==> src/rtl/sd_cmd_pkg.sv <==
// -----------------------------------------------------------------------------
// sd_cmd_pkg
// Shared types and constants for the card-side SD CMD line endpoint:
//   state_e     - endpoint FSM states
//   *Bits       - token / response frame lengths in bits
//   CrcOnes     - CRC field value sent in R3 responses
//   crc7_step() - one serial step of CRC7 (x^7 + x^3 + 1)
// -----------------------------------------------------------------------------
package sd_cmd_pkg;

    typedef enum logic [2:0] {
        ST_IDLE,
        ST_RX,
        ST_WAIT_RESP,
        ST_NCR,
        ST_TX
    } state_e;

    localparam int          CmdTokenBits  = 48;
    localparam int          ShortRespBits = 48;
    localparam int          LongRespBits  = 136;
    localparam logic [6:0]  CrcOnes       = 7'h7F;

    // Serial CRC7, MSB-first: feedback taps at x^3 and x^0.
    function automatic logic [6:0] crc7_step(input logic [6:0] crc, input logic b);
        logic fb;
        fb = b ^ crc[6];
        return {crc[5:0], 1'b0} ^ {3'b000, fb, 2'b00, fb};
    endfunction

endpackage

==> src/rtl/sd_crc7.sv <==
// -----------------------------------------------------------------------------
// sd_crc7
// Serial CRC7 accumulator shared by the receive and transmit paths.
// Ports:
//   clk_i    - clock
//   rst_ni   - asynchronous active-low reset
//   clear_i  - restart from zero; combines with en_i so the first bit is
//              folded in on the same edge
//   en_i     - accumulate bit_i this edge
//   bit_i    - serial data bit
//   crc_o    - current CRC register, crc_o[6] is the next bit to transmit
// Feeding crc_o[6] back in as bit_i shifts the register out with zeros, which
// the transmitter uses to serialise the CRC field.
// -----------------------------------------------------------------------------
module sd_crc7
    import sd_cmd_pkg::*;
(
    input  logic       clk_i,
    input  logic       rst_ni,
    input  logic       clear_i,
    input  logic       en_i,
    input  logic       bit_i,
    output logic [6:0] crc_o
);

    logic [6:0] crc_q;
    logic [6:0] crc_d;
    logic [6:0] crc_base;

    always_comb begin
        crc_base = clear_i ? 7'd0 : crc_q;
        crc_d    = en_i ? crc7_step(crc_base, bit_i) : crc_base;
    end

    // NOTE: sequential state uses non-blocking assignments so every register
    // samples pre-edge values regardless of process ordering.
    always_ff @(posedge clk_i or negedge rst_ni) begin
        if (!rst_ni) begin
            crc_q <= 7'd0;
        end else begin
            crc_q <= crc_d;
        end
    end

    assign crc_o = crc_q;

endmodule

==> src/rtl/sd_cmd_resp.sv <==
// -----------------------------------------------------------------------------
// sd_cmd_resp
// Card-side endpoint of the SD CMD line. Receives 48-bit host command tokens,
// checks transmission bit, CRC7 and end bit, presents index/argument, then
// sends a 48-bit (R1/R3/R6/R7) or 136-bit (R2) response after the Ncr gap.
// Ports:
//   sdclk_i             - SD clock, all activity on the rising edge
//   rst_cmd_ni          - asynchronous active-low reset (releases the line)
//   cmd_i               - CMD line input, already synchronous to sdclk_i
//   cmd_o / cmd_t       - CMD drive value / tristate (1 = released)
//   cmd_valid_o         - one-cycle pulse per received token
//   cmd_index_o         - received command index (held)
//   cmd_argument_o      - received argument (held)
//   cmd_crc_error_o     - qualifies cmd_valid_o: CRC7 mismatch
//   cmd_end_bit_error_o - qualifies cmd_valid_o: end bit was 0
//   resp_valid_i        - response offered by card logic
//   resp_ready_o        - high while waiting for the response
//   resp_none_i         - command takes no response
//   resp_long_i         - 1 = 136-bit R2, 0 = 48-bit response
//   resp_crc_ones_i     - 48-bit only: send 7'h7F instead of computed CRC7
//   resp_payload_i      - short: [37:0]; long: [126:0]
// Parameter:
//   NcrCycles           - idle cycles between command end bit and response
//                         start bit (2..64)
// -----------------------------------------------------------------------------
module sd_cmd_resp
    import sd_cmd_pkg::*;
#(
    parameter int NcrCycles = 2
) (
    input  logic         sdclk_i,
    input  logic         rst_cmd_ni,
    input  logic         cmd_i,
    output logic         cmd_o,
    output logic         cmd_t,
    output logic         cmd_valid_o,
    output logic [5:0]   cmd_index_o,
    output logic [31:0]  cmd_argument_o,
    output logic         cmd_crc_error_o,
    output logic         cmd_end_bit_error_o,
    input  logic         resp_valid_i,
    output logic         resp_ready_o,
    input  logic         resp_none_i,
    input  logic         resp_long_i,
    input  logic         resp_crc_ones_i,
    input  logic [126:0] resp_payload_i
);

    localparam logic [6:0] NcrMax      = 7'(NcrCycles);
    localparam logic [7:0] RxLastBit   = 8'(CmdTokenBits - 1);
    localparam logic [7:0] ShortLast   = 8'(ShortRespBits - 1);
    localparam logic [7:0] LongLast    = 8'(LongRespBits - 1);
    localparam logic [7:0] CrcFirstBit = 8'd40;
    localparam logic [7:0] CrcLastBit  = 8'd46;

    state_e         state_q, state_d;
    logic [7:0]     bit_cnt_q, bit_cnt_d;
    logic [6:0]     ncr_q, ncr_d;
    logic [44:0]    rx_sr_q, rx_sr_d;    // token bits 2..46 once the end bit arrives
    logic [135:0]   tx_sr_q, tx_sr_d;    // response frame, MSB goes out first
    logic           resp_long_q, resp_long_d;
    logic           crc_ones_q, crc_ones_d;
    logic           cmd_o_q, cmd_o_d;
    logic           cmd_t_q, cmd_t_d;
    logic           valid_q, valid_d;
    logic [5:0]     index_q, index_d;
    logic [31:0]    arg_q, arg_d;
    logic           crc_err_q, crc_err_d;
    logic           end_err_q, end_err_d;

    logic           crc_clear, crc_en, crc_bit;
    logic [6:0]     crc;
    logic           ncr_expired;
    logic           rx_crc_bad;
    logic [7:0]     tx_idx;
    logic [7:0]     tx_last;
    logic           tx_bit;

    sd_crc7 u_crc7 (
        .clk_i   (sdclk_i),
        .rst_ni  (rst_cmd_ni),
        .clear_i (crc_clear),
        .en_i    (crc_en),
        .bit_i   (crc_bit),
        .crc_o   (crc)
    );

    // ncr_q is loaded with 1 at the end-bit edge E, so before edge E+k it reads
    // k (saturating); entering ST_TX on an edge with ncr_q == NcrCycles puts
    // the start bit on the line at E+1+NcrCycles at the earliest.
    assign ncr_expired = (ncr_q >= NcrMax);
    assign rx_crc_bad  = (rx_sr_q[6:0] != crc);
    assign tx_last     = resp_long_q ? LongLast : ShortLast;

    // NOTE: every signal written here gets a default first so no path leaves
    // it unassigned, which would infer a latch.
    always_comb begin
        state_d     = state_q;
        bit_cnt_d   = bit_cnt_q;
        ncr_d       = ncr_expired ? ncr_q : ncr_q + 7'd1;
        rx_sr_d     = rx_sr_q;
        tx_sr_d     = tx_sr_q;
        resp_long_d = resp_long_q;
        crc_ones_d  = crc_ones_q;
        cmd_o_d     = cmd_o_q;
        cmd_t_d     = cmd_t_q;
        valid_d     = 1'b0;
        index_d     = index_q;
        arg_d       = arg_q;
        crc_err_d   = crc_err_q;
        end_err_d   = end_err_q;
        crc_clear   = 1'b0;
        crc_en      = 1'b0;
        crc_bit     = 1'b0;
        tx_idx      = 8'd0;
        tx_bit      = 1'b1;

        unique case (state_q)
            ST_IDLE: begin
                rx_sr_d = {rx_sr_q[43:0], cmd_i};
                if (!cmd_i) begin
                    crc_clear = 1'b1;
                    crc_en    = 1'b1;
                    crc_bit   = cmd_i;
                    bit_cnt_d = 8'd1;
                    state_d   = ST_RX;
                end
            end

            ST_RX: begin
                rx_sr_d = {rx_sr_q[43:0], cmd_i};
                if (bit_cnt_q < CrcFirstBit) begin
                    crc_en  = 1'b1;
                    crc_bit = cmd_i;
                end
                if (bit_cnt_q == 8'd1 && !cmd_i) begin
                    // Transmission bit 0: a card-originated token, not ours.
                    state_d = ST_IDLE;
                end else if (bit_cnt_q == RxLastBit) begin
                    index_d   = rx_sr_q[44:39];
                    arg_d     = rx_sr_q[38:7];
                    crc_err_d = rx_crc_bad;
                    end_err_d = !cmd_i;
                    valid_d   = 1'b1;
                    ncr_d     = 7'd1;
                    state_d   = (rx_crc_bad || !cmd_i) ? ST_IDLE : ST_WAIT_RESP;
                end else begin
                    bit_cnt_d = bit_cnt_q + 8'd1;
                end
            end

            ST_WAIT_RESP: begin
                if (resp_valid_i) begin
                    if (resp_none_i) begin
                        state_d = ST_IDLE;
                    end else begin
                        resp_long_d = resp_long_i;
                        crc_ones_d  = resp_crc_ones_i;
                        // Short frames carry 7'h7F in the CRC slot; it is
                        // replaced by the computed CRC unless R3 is requested.
                        tx_sr_d     = resp_long_i
                            ? {2'b00, 6'h3F, resp_payload_i, 1'b1}
                            : {2'b00, resp_payload_i[37:0], CrcOnes, 1'b1, 88'd0};
                        state_d     = ncr_expired ? ST_TX : ST_NCR;
                    end
                end
            end

            ST_NCR: begin
                if (ncr_expired) begin
                    state_d = ST_TX;
                end
            end

            ST_TX: begin
                if (!cmd_t_q && bit_cnt_q == tx_last) begin
                    // End bit already on the line: release and re-arm.
                    cmd_t_d   = 1'b1;
                    cmd_o_d   = 1'b1;
                    bit_cnt_d = 8'd0;
                    state_d   = ST_IDLE;
                end else begin
                    // First TX edge still has the line released and drives
                    // bit 0; later edges advance the counter, so it tops out
                    // at the index of the last bit.
                    tx_idx = cmd_t_q ? 8'd0 : bit_cnt_q + 8'd1;
                    tx_bit = tx_sr_q[135];
                    if (!resp_long_q && !crc_ones_q &&
                        tx_idx >= CrcFirstBit && tx_idx <= CrcLastBit) begin
                        tx_bit = crc[6];
                    end
                    crc_clear = (tx_idx == 8'd0);
                    crc_en    = !resp_long_q && (tx_idx <= CrcLastBit);
                    crc_bit   = (tx_idx < CrcFirstBit) ? tx_sr_q[135] : crc[6];
                    tx_sr_d   = {tx_sr_q[134:0], 1'b0};
                    bit_cnt_d = tx_idx;
                    cmd_o_d   = tx_bit;
                    cmd_t_d   = 1'b0;
                end
            end

            default: state_d = ST_IDLE;
        endcase
    end

    always_ff @(posedge sdclk_i or negedge rst_cmd_ni) begin
        if (!rst_cmd_ni) begin
            state_q     <= ST_IDLE;
            bit_cnt_q   <= 8'd0;
            ncr_q       <= 7'd0;
            rx_sr_q     <= '0;
            tx_sr_q     <= '0;
            resp_long_q <= 1'b0;
            crc_ones_q  <= 1'b0;
            cmd_o_q     <= 1'b1;
            cmd_t_q     <= 1'b1;
            valid_q     <= 1'b0;
            index_q     <= 6'd0;
            arg_q       <= 32'd0;
            crc_err_q   <= 1'b0;
            end_err_q   <= 1'b0;
        end else begin
            state_q     <= state_d;
            bit_cnt_q   <= bit_cnt_d;
            ncr_q       <= ncr_d;
            rx_sr_q     <= rx_sr_d;
            tx_sr_q     <= tx_sr_d;
            resp_long_q <= resp_long_d;
            crc_ones_q  <= crc_ones_d;
            cmd_o_q     <= cmd_o_d;
            cmd_t_q     <= cmd_t_d;
            valid_q     <= valid_d;
            index_q     <= index_d;
            arg_q       <= arg_d;
            crc_err_q   <= crc_err_d;
            end_err_q   <= end_err_d;
        end
    end

    assign cmd_o               = cmd_o_q;
    assign cmd_t               = cmd_t_q;
    assign cmd_valid_o         = valid_q;
    assign cmd_index_o         = index_q;
    assign cmd_argument_o      = arg_q;
    assign cmd_crc_error_o     = crc_err_q;
    assign cmd_end_bit_error_o = end_err_q;
    assign resp_ready_o        = (state_q == ST_WAIT_RESP);

endmodule
==> config.mk <==
export PLATFORM = sky130hd
export DESIGN_NAME = sd_cmd_resp
export DESIGN_NICKNAME = d
export VERILOG_FILES = /design/src/rtl/sd_cmd_pkg.sv /design/src/rtl/sd_crc7.sv /design/src/rtl/sd_cmd_resp.sv
export SDC_FILE = /design/constraint.sdc
export NUM_CORES = 1
export LEC_CHECK = 0
export ABC_AREA = 1
export BUFFER_PORTS_ARGS = -buffer_cell sky130_fd_sc_hd__buf_2
export CAP_MARGIN = 25
export CORE_ASPECT_RATIO = 1.75
export CORE_MARGIN = 2
export CORE_UTILIZATION = 41
export DETAILED_ROUTE_END_ITERATION = 16
export MAX_ROUTING_LAYER = met4
export SYNTH_ARGS = -nofsm -noshare
export SYNTH_HDL_FRONTEND = slang
export SYNTH_SLANG_ARGS = --single-unit
==> constraint.sdc <==
create_clock -name sdclk_i -period 2.35 [get_ports sdclk_i]
set_clock_uncertainty 0.2 [all_clocks]
set_input_delay 0.1175 -clock sdclk_i [delete_from_list [all_inputs] [get_ports sdclk_i]]
set_output_delay 0.1175 -clock sdclk_i [all_outputs]
set_load 0.05 [all_outputs]
Word level (Yosys, flattened, before mapping):

Cells that the tools add are included.

* register bits after elaboration: 251
* bits in latches: 0
* RAM bits: 0
* bits in read-only memories: 0
* input port bits: 134
* output and inout port bits: 44
* word-level logic and storage cells: 108
* memories kept: 0

* add/sub/neg operators: 2
* multiply operators: 0
* div/mod/pow operators: 0
* order comparisons: 5
* equality and inequality tests: 17
* shift-type cells: 0
* mux-type cells: 44
* bitwise logic cells: 4
* reductions and logical operators: 21

Operator list (count)
* $mux W136: 3
* $pmux W136 S2: 1
* $mux W134: 1
* $mux W8: 6
* $mux W7: 6
* $mux W3: 8
* $pmux W8 S3: 1
* $lt A8 B6 Y1 const B: 2
* $ne A2 B2 Y1 const B: 8
* $pmux W3 S5: 1
* $mux W1: 13
* $add A8 B1 Y8 const B: 1
* $eq A8 B1 Y1 const B: 1
* $eq A8 B6 Y1 const B: 1
* $eq A8 B8 Y1: 1
* $ge A8 B6 Y1 const B: 1
* $le A8 B6 Y1 const B: 1
* $logic_not A8 Y1: 1
* $reduce_and A4 Y1: 2
* $add A7 B1 Y7 const B: 1
* $ge A7 B2 Y1 const B: 1
* $ne A7 B7 Y1: 1
* $xor A7 B4 Y7: 1
* $eq A3 B2 Y1 const B: 2
* 17 further kinds: 28

Logic depth before layout (Yosys ltp):

* depth in word-level cells: 9
* depth in mapped cells: 16
* gate-level depth less buffers: 16

Hierarchy:

A second synthesis with hierarchy kept.

* cells, all modules: 1296
* area, all modules: 11827.6 µm²

By module, submodules not included
* sd_cmd_resp: times used 1, cells an instance 1261, area each 11482.3 µm², sequential area each 6108.4 µm²
* sd_crc7: times used 1, cells an instance 35, area each 345.3 µm², sequential area each 175.2 µm²

Worst setup path before layout:

Ideal clock, no wire load.

* path type: register to register
* start point: register state_q[2]
* end point: register tx_sr_q[23]
* library setup time: 0.135 ns
* arrival: 2.089 ns
* required time: 2.015 ns
* slack: -0.073 ns
* stages on the path, launching flop included: 11
* path buffers: 2
* period minus slack after synthesis: 2.423 ns
* cells stage by stage: dfrtp_1 nor3_2 inv_1 nor2_1 nand2_1 inv_2 nor2_4 buf_4 buf_4 nand2_1 o211ai_1

* cells in the longest elaborated chain, start to end: 3
* elaborated cells on any way between the ends: 8
* those cells by class: 5 x eq/ne; 1 x mux; 2 x reduce/logical

RTL lines
* start: declaration: RTL line sd_cmd_resp.sv:56 `state_e state_q, state_d;`
* start signal: assignment: RTL line sd_cmd_resp.sv:223 `state_q <= state_d;`
* $eq A3 B2 Y1 *
* net resp_ready_o: RTL line sd_cmd_resp.sv:42 `output logic resp_ready_o,`
* $ne A2 B2 Y1 (no source line) or $reduce_bool A2 Y1 (tied branches)
* $reduce_and A4 Y1 (no source line)
* end signal: assignment: RTL line sd_cmd_resp.sv:227 `tx_sr_q <= tx_sr_d;`
* end: declaration: RTL line sd_cmd_resp.sv:60 `logic [135:0] tx_sr_q, tx_sr_d;`

The timed path passes the listed nets; every way through them passes the cells marked *.
A chain may end at the register's enable or synchronous reset.

Final worst setup path:

* start point: register bit_cnt_q[1]
* end point: register u_crc7.crc_q[3], in the netlist u_crc7.crc_o[3]

* cells in the longest elaborated chain, start to end: 9
* elaborated cells on any way between the ends: 22
* those cells by class: 1 x add/sub; 3 x order compare; 1 x eq/ne; 12 x mux; 2 x bitwise; 3 x reduce/logical

RTL lines
* start: declaration: RTL line sd_cmd_resp.sv:57 `logic [7:0] bit_cnt_q, bit_cnt_d;`
* start signal: assignment: RTL line sd_cmd_resp.sv:224 `bit_cnt_q <= bit_cnt_d;`
* $add A8 B1 Y8: RTL line sd_cmd_resp.sv:186 `tx_idx = cmd_t_q ? 8'd0 : bit_cnt_q + 8'd1;`
* $mux W8: RTL line sd_cmd_resp.sv:186
* $lt A8 B6 Y1 or $logic_not A8 Y1 (tied branches): RTL line sd_cmd_resp.sv:194, sd_cmd_resp.sv:192
* $mux W1 (on tied branches): RTL line sd_cmd_resp.sv:194, sd_cmd_resp.sv:176
* $mux W1 or $pmux W1 S2 (tied branches): RTL line sd_cmd_resp.sv:176, sd_cmd_resp.sv:118
* $pmux W1 S2 or $mux W7 (tied branches): RTL line sd_cmd_resp.sv:118, sd_crc7.sv:31
* $xor A1 B1 Y1: RTL line sd_cmd_pkg.sv:27 `fb = b ^ crc[6];`
* $xor A7 B4 Y7: RTL line sd_cmd_pkg.sv:28 `return {crc[5:0], 1'b0} ^ {3'b000, fb, 2'b00, fb};`
* $mux W7 *: RTL line sd_crc7.sv:32 `crc_d = en_i ? crc7_step(crc_base, bit_i) : crc_base;`
* net u_crc7.crc_d[3]: RTL line sd_crc7.sv:27 `logic [6:0] crc_d;`
* end signal: assignment: RTL line sd_crc7.sv:41 `crc_q <= crc_d;`
* end: declaration: RTL line sd_crc7.sv:26 `logic [6:0] crc_q;`

Marked as above.

==> impl_metrics.ini <==
[run_status]
status = completed

[detailed_routing]
dr.pass1.iters = 5
routed_wl_mm = 29.7
post_drt_wl_per_cell_um = 14.3
first_iter_violations = 621
vias = 10300
drc = 0
postRouteAntennaNets = 0
viasPerCell = 5.00

[yosys]
async_flop_share_pct = 100
synth_top_area_share_pct = 54.2
synth-edff-count = 0
yosysWarnings = 0
synthMuxAreaShare_pct = 0.0980
synthFlopType = dfrtp_1
synth_fa_ha_area_share_pct = 0.435
postSynthCellCount = 1375
synth_area_leaders = dfrtp_1 54%, nand2_1 14%, o21ai_0 6.8%
synth_area_per_cell_sq_um = 8.36
synth_xor_xnor_area_share_pct = 0.533
synth_cell_types = 42
synth_top_cells_by_count = 415 x nand2_1, 249 x dfrtp_1, 155 x o21ai_0
synth_top_cell_by_area = dfrtp_1
yosysMostFrequentCell = nand2_1
yosysSeqAreaShare_pct = 54.7
synth_compound_area_share_pct = 14.1
synth-simple-area-share_pct = 21.7
syn_nets = 1513
synth_top_family_by_area = simple AND/OR/NAND/NOR gates
netlist_area_sq_mm = 0.0115
ys_seq_elements = 251

[finish]
fin_cells = 2069
postLayoutCoreUtil_pct = 55.0
fin_area_sq_mm = 0.0153
regArea_sq_mm = 0.00629
drive_gt1_share_pct = 18.1
multi_input_area_sq_mm = 0.00432
syn2layout_area_growth_pct = 32.9
fin_nets = 1815
fillers = 2617

[clock_network]
clkTransAtPathRegs_ns = 0.06
htree_levels = 1
numCtsBuffers = 25
clockBufferDepth = 3
cts_tree = done
insertion_delay_ns = 0.53
clkSinkCount = 251
root_buffer = clkbuf_16

[timing]
fin_crit_ns = 2.23
period_share_pct = 95.0
rsz0062_at_grt = true
hold_viol_final = 0
fmax_mhz = 448
relSlewSlack_pct = 56.2
worst_pin_slew_ns = 0.657
setup_viol = 0
report.final.slew_viol_count = 0

[placement]
place.port_buffers = 177
place_hpwl_mm = 18.8
dp.cells = 1884
place_area_sq_mm = 0.0129
gp_congestion = 0.931

[grt]
grt_usage_pct = 21.2
antenna_found_initial = 1
grt_pass1_vias = 10400
overflow = 0
grt_pass1_wl_mm = 49.4
grt_max_degree = 94

[power_and_ir_drop]
p_leak_nw = 7.31
p_total_mw = 14.4
peakVddDrop_mv = 0.468
p_per_area_mw_per_mm2 = 944

[setup_path]
cp-start-kind = register
path_max_fanout = 4
critPathKind = reg -> reg
endpoint_kind = register
worstPathArrival_ns = 2.45
required_ns = 2.57

[floorplanning]
dieArea_sq_mm = 0.0294
coreArea_sq_mm = 0.0278
rows = 81
die_x_um = 131
num_io_pins = 178
fp.dieH_um = 225
start_util_pct = 41.4

[min_path]
hp-class = in -> reg

[flow_run]
maxCapViolCount = 0
==> cell usage in the layout, fill, tap and decap left out, drive strengths merged, types with 2 or more instances in the layout <==
cell         netlist  final
xnor2              3      3
nor3               6      6
dlygate4sd3        0    138
nand4              3      3
o211ai            65     65
o221ai             9      9
nor2              37     37
dfstp              2      2
o21ai            165    165
clkbuf            47     34
buf               31    213
dfrtp            249    249
o311ai             6      6
nand2            419    419
inv              164    165
xor2               4      4
o22ai              9      9
ha                 4      4
a21oi              9      9
nand3            134    134
diode              0      2
clkinv             0      7
bufinv             0      3
==> cell type report <==
type | instances | share of cell area (%)
Timing Repair Buffer | 353 | 17.7
Multi-Input combinational cell | 882 | 28.3
Clock inverter | 12 | 0.975
Inverter | 164 | 4.08
Sequential cell | 251 | 41.2
Tap cell | 373 | 3.06
Clock buffer | 32 | 4.66
Antenna cell | 2 | 0.0328
==> per-stage QoR <==
stage          setup slack [ns]  hold slack [ns]  setup TNS [ns]
3_5_place_dp            -0.0446          -0.0390          -0.619
4_1_cts                0.000455            0.144               0
5_1_grt                 -0.0516            0.190         -0.0516
3_3_place_gp            0.00895          -0.0410               0
2_1_floorplan             0.140           -0.378               0
6_report                  0.117            0.174               0
==> where the power goes <==
| part | leakage [nW] | switching [mW] | internal [mW] |
|---|---|---|---|
| sequential | 2.86 | 0.820 | 5.89 |
| clock | 0.427 | 1.70 | 2.47 |
| combinational | 4.03 | 2.08 | 1.46 |
==> timing repair <==
| item | 4_1_cts | 5_1_grt |
|---|---|---|
| gates cloned | 0 | 0 |
| setup buffers | 0 | 1 |
| hold buffers | 138 | 0 |
| gates resized for setup | 1 | 33 |
| hold endpoints to repair | 391 | 0 |
| endpoints found under the setup margin | 52 | 110 |
| pin swaps | 0 | 3 |
==> kinds of logic (layout without fill, tap and decap cells) <==
logic type / count (synthesis) / count (layout)
buffers and inverters: 242 / 561
DFF: 251 / 251
xor gates and xnor gates: 7 / 7
muxes: 1 / 1
adders and majority gates: 4 / 4
AOI/OAI and AO/OA: 270 / 270
other: 0 / 2
and+or+nand+nor: 600 / 600
==> path summary, 6_finish.rpt <==
check | startpoint | endpoint | slack [ns] | depth (start not counted)
worst max-delay path | bit_cnt_q[1] | u_crc7.crc_o[3] | 0.12 | 16
worst min-delay path | resp_payload_i[52] | tx_sr_q[53] | 0.17 | 4
worst max register to register | bit_cnt_q[1] | u_crc7.crc_o[3] | 0.12 | 16
worst min register to register | ncr_q[6] | ncr_q[6] | 0.27 | 2
max in group asynchronous | rst_cmd_ni | bit_cnt_q[5] | 0.46 | 4
min in group asynchronous | rst_cmd_ni | state_q[1] | 0.54 | 3
==> registers in the layout, indices dropped and copies added, names as in the netlist, 3 cells and up <==
register and count:
tx_sr_q 136, rx_sr_q 45, cmd_argument_o 32, bit_cnt_q 8, ncr_q 7, u_crc7.crc_o 7, cmd_index_o 6, state_q 3
==> layer usage <==
layer / share of wire, % / track usage, %
met1: 41 / 24.8
met2: 52 / 37.1
met3: 3.8 / 2.42
met4: 3.4 / 7.72
met5: 0 / -
==> critical path: stages, from the launching register on <==
cell     delay, ns
dfrtp_1       0.42
ha_4          0.17
nand2_1       0.10
inv_1         0.13
nand2_1       0.06
nand2_1       0.09
nand3_1       0.09
nor2_1        0.13
nand2_2       0.11
nand2_1       0.08
nand2_1       0.04
nand3_1       0.12
nand2_1       0.09
nand2_1       0.09
nand3_1       0.07
nand3_1       0.08
nand2_1       0.06
No activity file was read; power rests on OpenSTA's default activity.
